===== config.mk =====
export PLATFORM = sky130hd
export DESIGN_NAME = nonce_search_controller
export DESIGN_NICKNAME = d
export VERILOG_FILES = /design/src/rtl/nonce_search_controller.sv
export SDC_FILE = /design/constraint.sdc
export NUM_CORES = 2
export LEC_CHECK = 0
export BUFFER_PORTS_ARGS = -buffer_cell sky130_fd_sc_hd__buf_2
export CORE_AREA = 3 3 682 684
export CTS_CLUSTER_SIZE = 28
export DETAILED_ROUTE_END_ITERATION = 12
export DIE_AREA = 0 0 685 687
export GPL_ROUTABILITY_DRIVEN = 0
export MAX_ROUTING_LAYER = met4
export PLACE_DENSITY_LB_ADDON = 0.12
export SLEW_MARGIN = 25
export SYNTH_ARGS = -nofsm -noshare
export SYNTH_HDL_FRONTEND = slang
export SYNTH_SLANG_ARGS = --single-unit

===== constraint.sdc =====
create_clock -name clk -period 4.99 [get_ports clk]
set_clock_uncertainty 0.1 [all_clocks]
set_input_delay 0.2495 -clock clk [delete_from_list [all_inputs] [get_ports clk]]
set_output_delay 0.2495 -clock clk [all_outputs]
set_load 0.02 [all_outputs]

===== src/rtl/nonce_search_controller.sv =====
// Nonce search initiator: walks a nonce range through an external SHA-256 block until a hash meets the target.
// Optional WAIT watchdog built only when NONCE_SEARCH_WATCHDOG_EN is defined.
module nonce_search_controller #(
  parameter int TIMEOUT_CYCLES = 200
) (
  input  logic         clk,
  input  logic         n_rst,
  input  logic         start,
  input  logic         abort,
  input  logic [407:0] header_prefix,
  input  logic [31:0]  nonce_start,
  input  logic [31:0]  nonce_end,
  input  logic [255:0] target,
  output logic [439:0] sha_msg,
  output logic         sha_begin,
  input  logic         sha_done,
  input  logic [255:0] sha_hash,
  output logic         busy,
  output logic         found,
  output logic         exhausted,
  output logic         error,
  output logic [31:0]  found_nonce,
  output logic [255:0] found_hash,
  output logic [31:0]  attempts
);

  // state     | meaning
  // IDLE      | no search running
  // LAUNCH    | sha_begin pulse for the current nonce
  // WAIT      | waiting for a sha_done rising edge
  // CHECK     | compare latched hash, pick next nonce
  // FOUND     | hash met target, results held
  // EXHAUSTED | range done without a hit
  // ERROR     | watchdog expired in WAIT
  typedef enum logic [2:0] {IDLE, LAUNCH, WAIT, CHECK, FOUND, EXHAUSTED, ERROR} stateT;

  stateT        state, nextState;
  logic [407:0] prefixQ;
  logic [255:0] targetQ;
  logic [255:0] hashQ;
  logic [31:0]  nonce;
  logic [31:0]  nonceEndQ;
  logic         shaDoneQ;
  logic         doneRise;
  logic         hashOk;
  logic         wdExpired;

  assign doneRise = sha_done & ~shaDoneQ;
  assign hashOk   = (hashQ <= targetQ);
  assign sha_msg  = {prefixQ, nonce};

`ifdef NONCE_SEARCH_WATCHDOG_EN
  localparam int WdW = $clog2(TIMEOUT_CYCLES + 1);
  logic [WdW-1:0] wdCnt;

  always_ff @(posedge clk or negedge n_rst) begin
    if (!n_rst) begin
      wdCnt <= '0;
    end else if (state == LAUNCH) begin
      wdCnt <= WdW'(TIMEOUT_CYCLES - 1);
    end else if (state == WAIT && wdCnt != '0) begin
      wdCnt <= wdCnt - 1'b1;
    end
  end

  assign wdExpired = (wdCnt == '0);
  assign error     = (state == ERROR);
`else
  // Without the watchdog a timeout can never be reached; the parameter is kept for a uniform interface.
  assign wdExpired = (TIMEOUT_CYCLES < 0);
  assign error     = 1'b0;
`endif

  always_ff @(posedge clk or negedge n_rst) begin
    if (!n_rst) state <= IDLE;
    else        state <= nextState;
  end

  always_comb begin
    nextState = state;
    sha_begin = 1'b0;
    busy      = 1'b0;
    found     = 1'b0;
    exhausted = 1'b0;
    case (state)
      IDLE, ERROR: begin
        if (start) nextState = LAUNCH;
      end
      FOUND: begin
        found = 1'b1;
        if (start) nextState = LAUNCH;
      end
      EXHAUSTED: begin
        exhausted = 1'b1;
        if (start) nextState = LAUNCH;
      end
      LAUNCH: begin
        busy      = 1'b1;
        sha_begin = 1'b1;
        nextState = WAIT;
      end
      WAIT: begin
        busy = 1'b1;
        if (doneRise)       nextState = CHECK;
        else if (wdExpired) nextState = ERROR;
      end
      CHECK: begin
        busy = 1'b1;
        if (hashOk)                  nextState = FOUND;
        else if (nonce == nonceEndQ) nextState = EXHAUSTED;
        else                         nextState = LAUNCH;
      end
      default: nextState = IDLE;
    endcase
    if (abort) nextState = IDLE;
  end

  always_ff @(posedge clk or negedge n_rst) begin
    if (!n_rst) begin
      prefixQ     <= '0;
      targetQ     <= '0;
      hashQ       <= '0;
      nonce       <= '0;
      nonceEndQ   <= '0;
      shaDoneQ    <= 1'b0;
      found_nonce <= '0;
      found_hash  <= '0;
      attempts    <= '0;
    end else begin
      shaDoneQ <= sha_done;
      if (!abort) begin
        case (state)
          IDLE, FOUND, EXHAUSTED, ERROR: begin
            if (start) begin
              prefixQ   <= header_prefix;
              targetQ   <= target;
              nonce     <= nonce_start;
              nonceEndQ <= nonce_end;
              attempts  <= '0;
            end
          end
          WAIT: begin
            if (doneRise) hashQ <= sha_hash;
          end
          CHECK: begin
            if (attempts != '1) attempts <= attempts + 1'b1;
            if (hashOk) begin
              found_nonce <= nonce;
              found_hash  <= hashQ;
            end else if (nonce != nonceEndQ) begin
              nonce <= nonce + 1'b1;
            end
          end
          default: ;
        endcase
      end
    end
  end

endmodule


### Word level (Yosys, flattened, before mapping)

Cells that the tools add are included.
Widths: inputs -> output; s select.

| cells by class | value |
|---|---|
| $lt $le $gt $ge | 1 |
| equal/unequal tests | 15 |
| muxes and demuxes | 17 |
| reduce and logical (&&, ||, !) cells | 10 |
| add/sub/neg operators | 2 |
| bitwise gates (word level) | 3 |

Operators with widths:

| cell | count |
|---|---|
| $le 256x256->1 | 1 |
| $mux 32 | 5 |
| $pmux 32 s2 | 2 |
| $add 32x1->32 const B | 2 |
| $eq 32x32->1 | 1 |
| $ne 32x32->1 | 1 |
| $ne 32x32->1 const B | 1 |
| $mux 3 | 5 |
| $pmux 3 s4 | 1 |
| $eq 3x3->1 const B | 3 |
| $reduce_and 3->1 | 3 |
| $eq 3x2->1 const B | 2 |
| $ne 2x2->1 const B | 3 |
| $reduce_and 5->1 | 1 |
| $mux 1 | 4 |
| $reduce_and 4->1 | 1 |
| $reduce_or 4->1 | 1 |
| $eq 3x1->1 const B | 1 |
| $logic_not 3->1 | 1 |
| $ne 3x1->1 const B | 1 |
| $ne 3x3->1 const B | 1 |
| $reduce_or 3->1 | 1 |
| $ne 2x1->1 const B | 1 |
| $not 1->1 | 2 |
| other kinds (3) | 3 |

| word-level totals | value |
|---|---|
| input bits | 989 |
| logic and storage cells | 58 |
| output and inout port bits | 765 |
| bits in registers | 1308 |

### Depth between registers and ports, before layout

| logic depth | value |
|---|---|
| word-level depth | 5 |
| gate-level depth with buffers | 15 |
| depth with buffers taken out | 12 |

### Worst setup path before layout

OpenSTA, ideal clock, no wires.

| path | value |
|---|---|
| kind | register to register |
| start point | register hashQ[61] |
| end point | register found_hash[162] |
| arrival time | 3.239 ns |
| path buffers | 3 |
| library setup time | 0.125 ns |
| required time | 4.765 ns |
| period minus slack after synthesis | 3.464 ns |
| stages on the path, launching flop included | 14 |
| path slack | 1.526 ns |
| cells stage by stage | dfrtp_1 -> ha_1 -> nand4_1 -> nor4_2 -> nand3_1 -> or4_1 -> or4_1 -> clkinv_1 -> o21ai_2 -> or2_1 -> buf_6 -> buf_8 -> buf_8 -> mux2_4 |

| between the ends | value |
|---|---|
| word-level cells in the longest chain between the ends | 2 |

RTL lines:

| what | line | source |
|---|---|---|
| from (decl) | 40 | `logic [255:0] hashQ;` |
| from (signal assigned) | 143 | `if (doneRise) hashQ <= sha_hash;` |
| $le 256x256->1 | 49 | `assign hashOk = (hashQ <= targetQ);` |
| $reduce_and 3->1 (no source line) | -- |  |
| to (signal assigned) | 149 | `found_hash <= hashQ;` |
| to (decl) | 23 | `output logic [255:0] found_hash,` |

No other way between the ends.
A chain may end at the register's enable or synchronous reset.

### Final worst setup path

| path | value |
|---|---|
| start point | register hashQ[133] |
| end point | register found_hash[78] |

The elaborated chain is that of the path after synthesis.

==> flow_metrics.tcl <==
set metrics [dict create \
    via_count 48222 \
    multiInputGateArea_um2 22100 \
    worst_slack_ns 0.177 \
    finalCritPeriodShare_pct 96.5 \
    ir_drop_mv 0.299 \
    core_area_um2 460000 \
    cts_buffers 185 \
    outcome "complete, no violations" \
    worstPathMaxFanout 26 \
    crit_chain "ha_1 > a21oi_1 > o21ai_0 > a221o_1 > o311a_1 > o311ai_1 > nand4_1 > buf_4 > nor3_1 > o21ai_4 > or2_4 > buf_12 > buf_12 > mux2_4" \
    drive_gt1_share_pct 40.2 \
    port_buffers 1752 \
    numPlacedInstances 12180 \
    hold_path_class "in2async" \
    synthMuxAreaShare_pct 20.9 \
    first_pass_iters 7 \
    synth.avg_cell_area_um2 13.0 \
    cp.buffers_inverters 3 \
    grt_overflow_total 0 \
    synth_area_um2 56800 \
    post_synth_fa_ha_maj_area_fraction_pct 5.68 \
    synth-xor-area-share_pct 0.848 \
    yosysMostFrequentCell "dfrtp_1" \
    synth_top_cell_by_area "dfrtp_1" \
    clock_sinks 1308 \
    dieArea_um2 471000 \
    synth_compound_area_share_pct 5.78 \
    insertion_delay_ns 0.88 \
    fin_crit_ns 4.81 \
    endpoint_kind "flop" \
    power.density_nw_per_um2 473 \
    rsz0062_at_grt "false" \
    clockBufferDepth 4 \
    p_leak_nw 44.5 \
    layoutNonFillerInstCount 14139 \
    grt_pass1_wl_um 454000 \
    antenna_left 0 \
    io_pins 1754 \
    synth-main-ff-cell "dfrtp_1" \
    tightest_slew_ns 1.02 \
    ff_latch_area_um2 32700 \
    relSlewSlack_pct 32.0 \
    grt.total_usage_pct 14.3 \
    yosys_warnings 0 \
    htree_num_levels 4 \
    fmax_ghz 0.208 \
    routed_wl_um 335000 \
    pre_cts_ws_ns -0.156 \
    maxSlewViolCount 0 \
    cts.clk_slew.worst_paths_ns 0.06 \
    synthSimpleGateAreaFrac_pct 5.47 \
    antenna_found_initial 183 \
    final_hold_viol_count 0 \
    crit_path_start_kind "flop" \
    synth_top_cell_area_share_pct 57.6 \
    grt_max_degree 151 \
    cp.required_ns 5.62 \
    viasPerCell 3.41 \
    synthCells 4366 \
    num_rows 249 \
    synth.net_count 5613 \
    layout.nets 8994 \
    ys_ff_latch 1308 \
    fill_cells 50261 \
    async_flop_share_pct 100 \
    die_w_um 685 \
    dpl.hpwl_um 270000 \
    setup_viol 0 \
    die_h_um 687 \
    yosys-top-cells-count "1,308 x dfrtp_1, 765 x mux2_2, 373 x nand2_1" \
    cp_slowest_cell "o311ai_1" \
    drv_cap 0 \
    worst_path_largest_cell_delay_ns 0.67 \
    critical-path-top-delay-family "compound AO/OA/AOI/OAI gates" \
    drt-initial-drc-count 2254 \
    start_util_pct 12.4 \
    synth_edf_count 0 \
    cts_tree "built" \
    yosysUniqueCellTypes 63 \
    crit_arrival_ns 5.44 \
    wire_per_inst_um 23.7 \
    ys_seq_area_share_pct 57.6 \
    synth_top_family_by_area "multiplexers" \
    crit_type "reg2reg" \
    clock-root-buffer "clkbuf_16" \
    syn_to_final_growth_pct 67.8 \
    grt_pass1_vias 52328 \
    synth.area.top_cells "dfrtp_1 58%, mux2_2 15%, mux2_4 5.7%, ha_1 5.7%, o21ai_0 3.0%" \
    cpMostUsedCell "buf_12" \
    drc 0 \
]
metrics by stage:
| stage | hold WS (ns) | setup TNS, ns | total power, W | instance area, um^2 | utilization, % |
|---|---|---|---|---|---|
| 6_report | 0.0729 | 0 | 0.0450 | 95300 | 20.7 |
| 3_5_place_dp | 0.0495 | -25.98 | 0.0310 | 73600 | 16.0 |
| 4_1_cts | 0.000139 | 0 | 0.0462 | 94900 | 20.7 |
| 5_1_grt | 0.0282 | 0 | 0.0479 | 95200 | 20.7 |
| 2_1_floorplan | -0.146 | 0 | 0.0235 | 56800 | - |
| 3_3_place_gp | 0.0546 | -172.84 | 0.0309 | 73600 | 16.0 |
state kept, by name, summed over array words and instances (netlist names):
name         cells
prefixQ        408
found_hash     256
hashQ          256
targetQ        256
attempts        32
found_nonce     32
nonceEndQ       32
nonce           32
state            3
shaDoneQ         1
cell usage in the layout, fill, tap and decap left out, drive strengths merged, types with 3 or more instances in the layout:
master / n
nor4: 21
a22oi: 4
clkinvlp: 3
mux2: 981
o21ai: 340
o22ai: 13
a31o: 5
nand2: 373
clkinv: 40
diode: 105
dlygate4sd3: 1524
nor3: 17
inv: 290
nand4: 78
clkbuf: 265
nor2: 67
and2: 7
xor2: 29
a21o: 16
and3: 6
nand2b: 8
and4: 9
o211ai: 4
or3: 11
or4: 5
a31oi: 31
or2: 4
nand3: 60
xnor2: 26
a21oi: 146
dfrtp: 1308
bufinv: 10
a221oi: 13
a21boi: 4
a211oi: 7
buf: 1875
ha: 258
nor2b: 3
cells by family (layout without fill, tap and decap cells):
family | count (synthesis) | count (layout)
other | 1 | 106
muxes | 982 | 982
AOI/OAI and AO/OA | 600 | 600
DFF | 1308 | 1308
buffers and inverters | 488 | 4007
xor gates and xnor gates | 55 | 55
adders and majority gates | 258 | 258
and+or+nand+nor | 674 | 674
metal layers:
layer / GRT usage [%] / routed length [um]
met5: - / 0
met4: 3.19 / 8110
met3: 3.77 / 21700
met2: 24.0 / 164000
met1: 17.0 / 141000
final timing paths:
kind | startpoint | endpoint | slack [ns] | depth (start not counted)
setup / recovery | hashQ[133] | found_hash[78] | 0.18 | 14
hold / removal | n_rst | targetQ[227] | 0.07 | 3
setup reg to reg | hashQ[133] | found_hash[78] | 0.18 | 14
hold reg to reg | found_hash[20] | found_hash[20] | 0.40 | 1
max in group asynchronous | n_rst | targetQ[96] | 3.35 | 4
min in group clk | target[156] | targetQ[156] | 0.11 | 4
tightest hold or removal path, cell delays in order:
cell and delay (ns):
dlygate4sd3_1 0.64, buf_12 0.27, buf_16 0.22
power by group:
| part | internal [W] | total (W) | leakage (nW) | switching (W) |
|---|---|---|---|---|
| Clock | 0.00794 | 0.0135 | 2.98 | 0.00560 |
| Combinational | 0.00631 | 0.0149 | 25.1 | 0.00864 |
| Sequential | 0.0138 | 0.0165 | 16.4 | 0.00277 |
| Total | 0.0280 | 0.0450 | 44.5 | 0.0170 |
final cells by class:
class                   count  area share, %
diodes                    105          0.276
clock buffers             265           5.59
clock inverters            60          0.759
inverters                 283           1.11
multi-input cells        2570           23.2
flip-flops and latches   1308           34.4
well taps                6149           8.07
repair buffers           3399           26.7
what timing repair did:
action                                 in CTS  in global routing
hold buffers                             1525                  0
setup buffers                               0                  2
resized for setup                           5                  5
pin swaps                                   0                  2
endpoints found under the hold margin    1871                  0
setup endpoints to repair                 273                219
cloned                                      0                  0
Note: power is estimated with default switching activity, not from simulation.
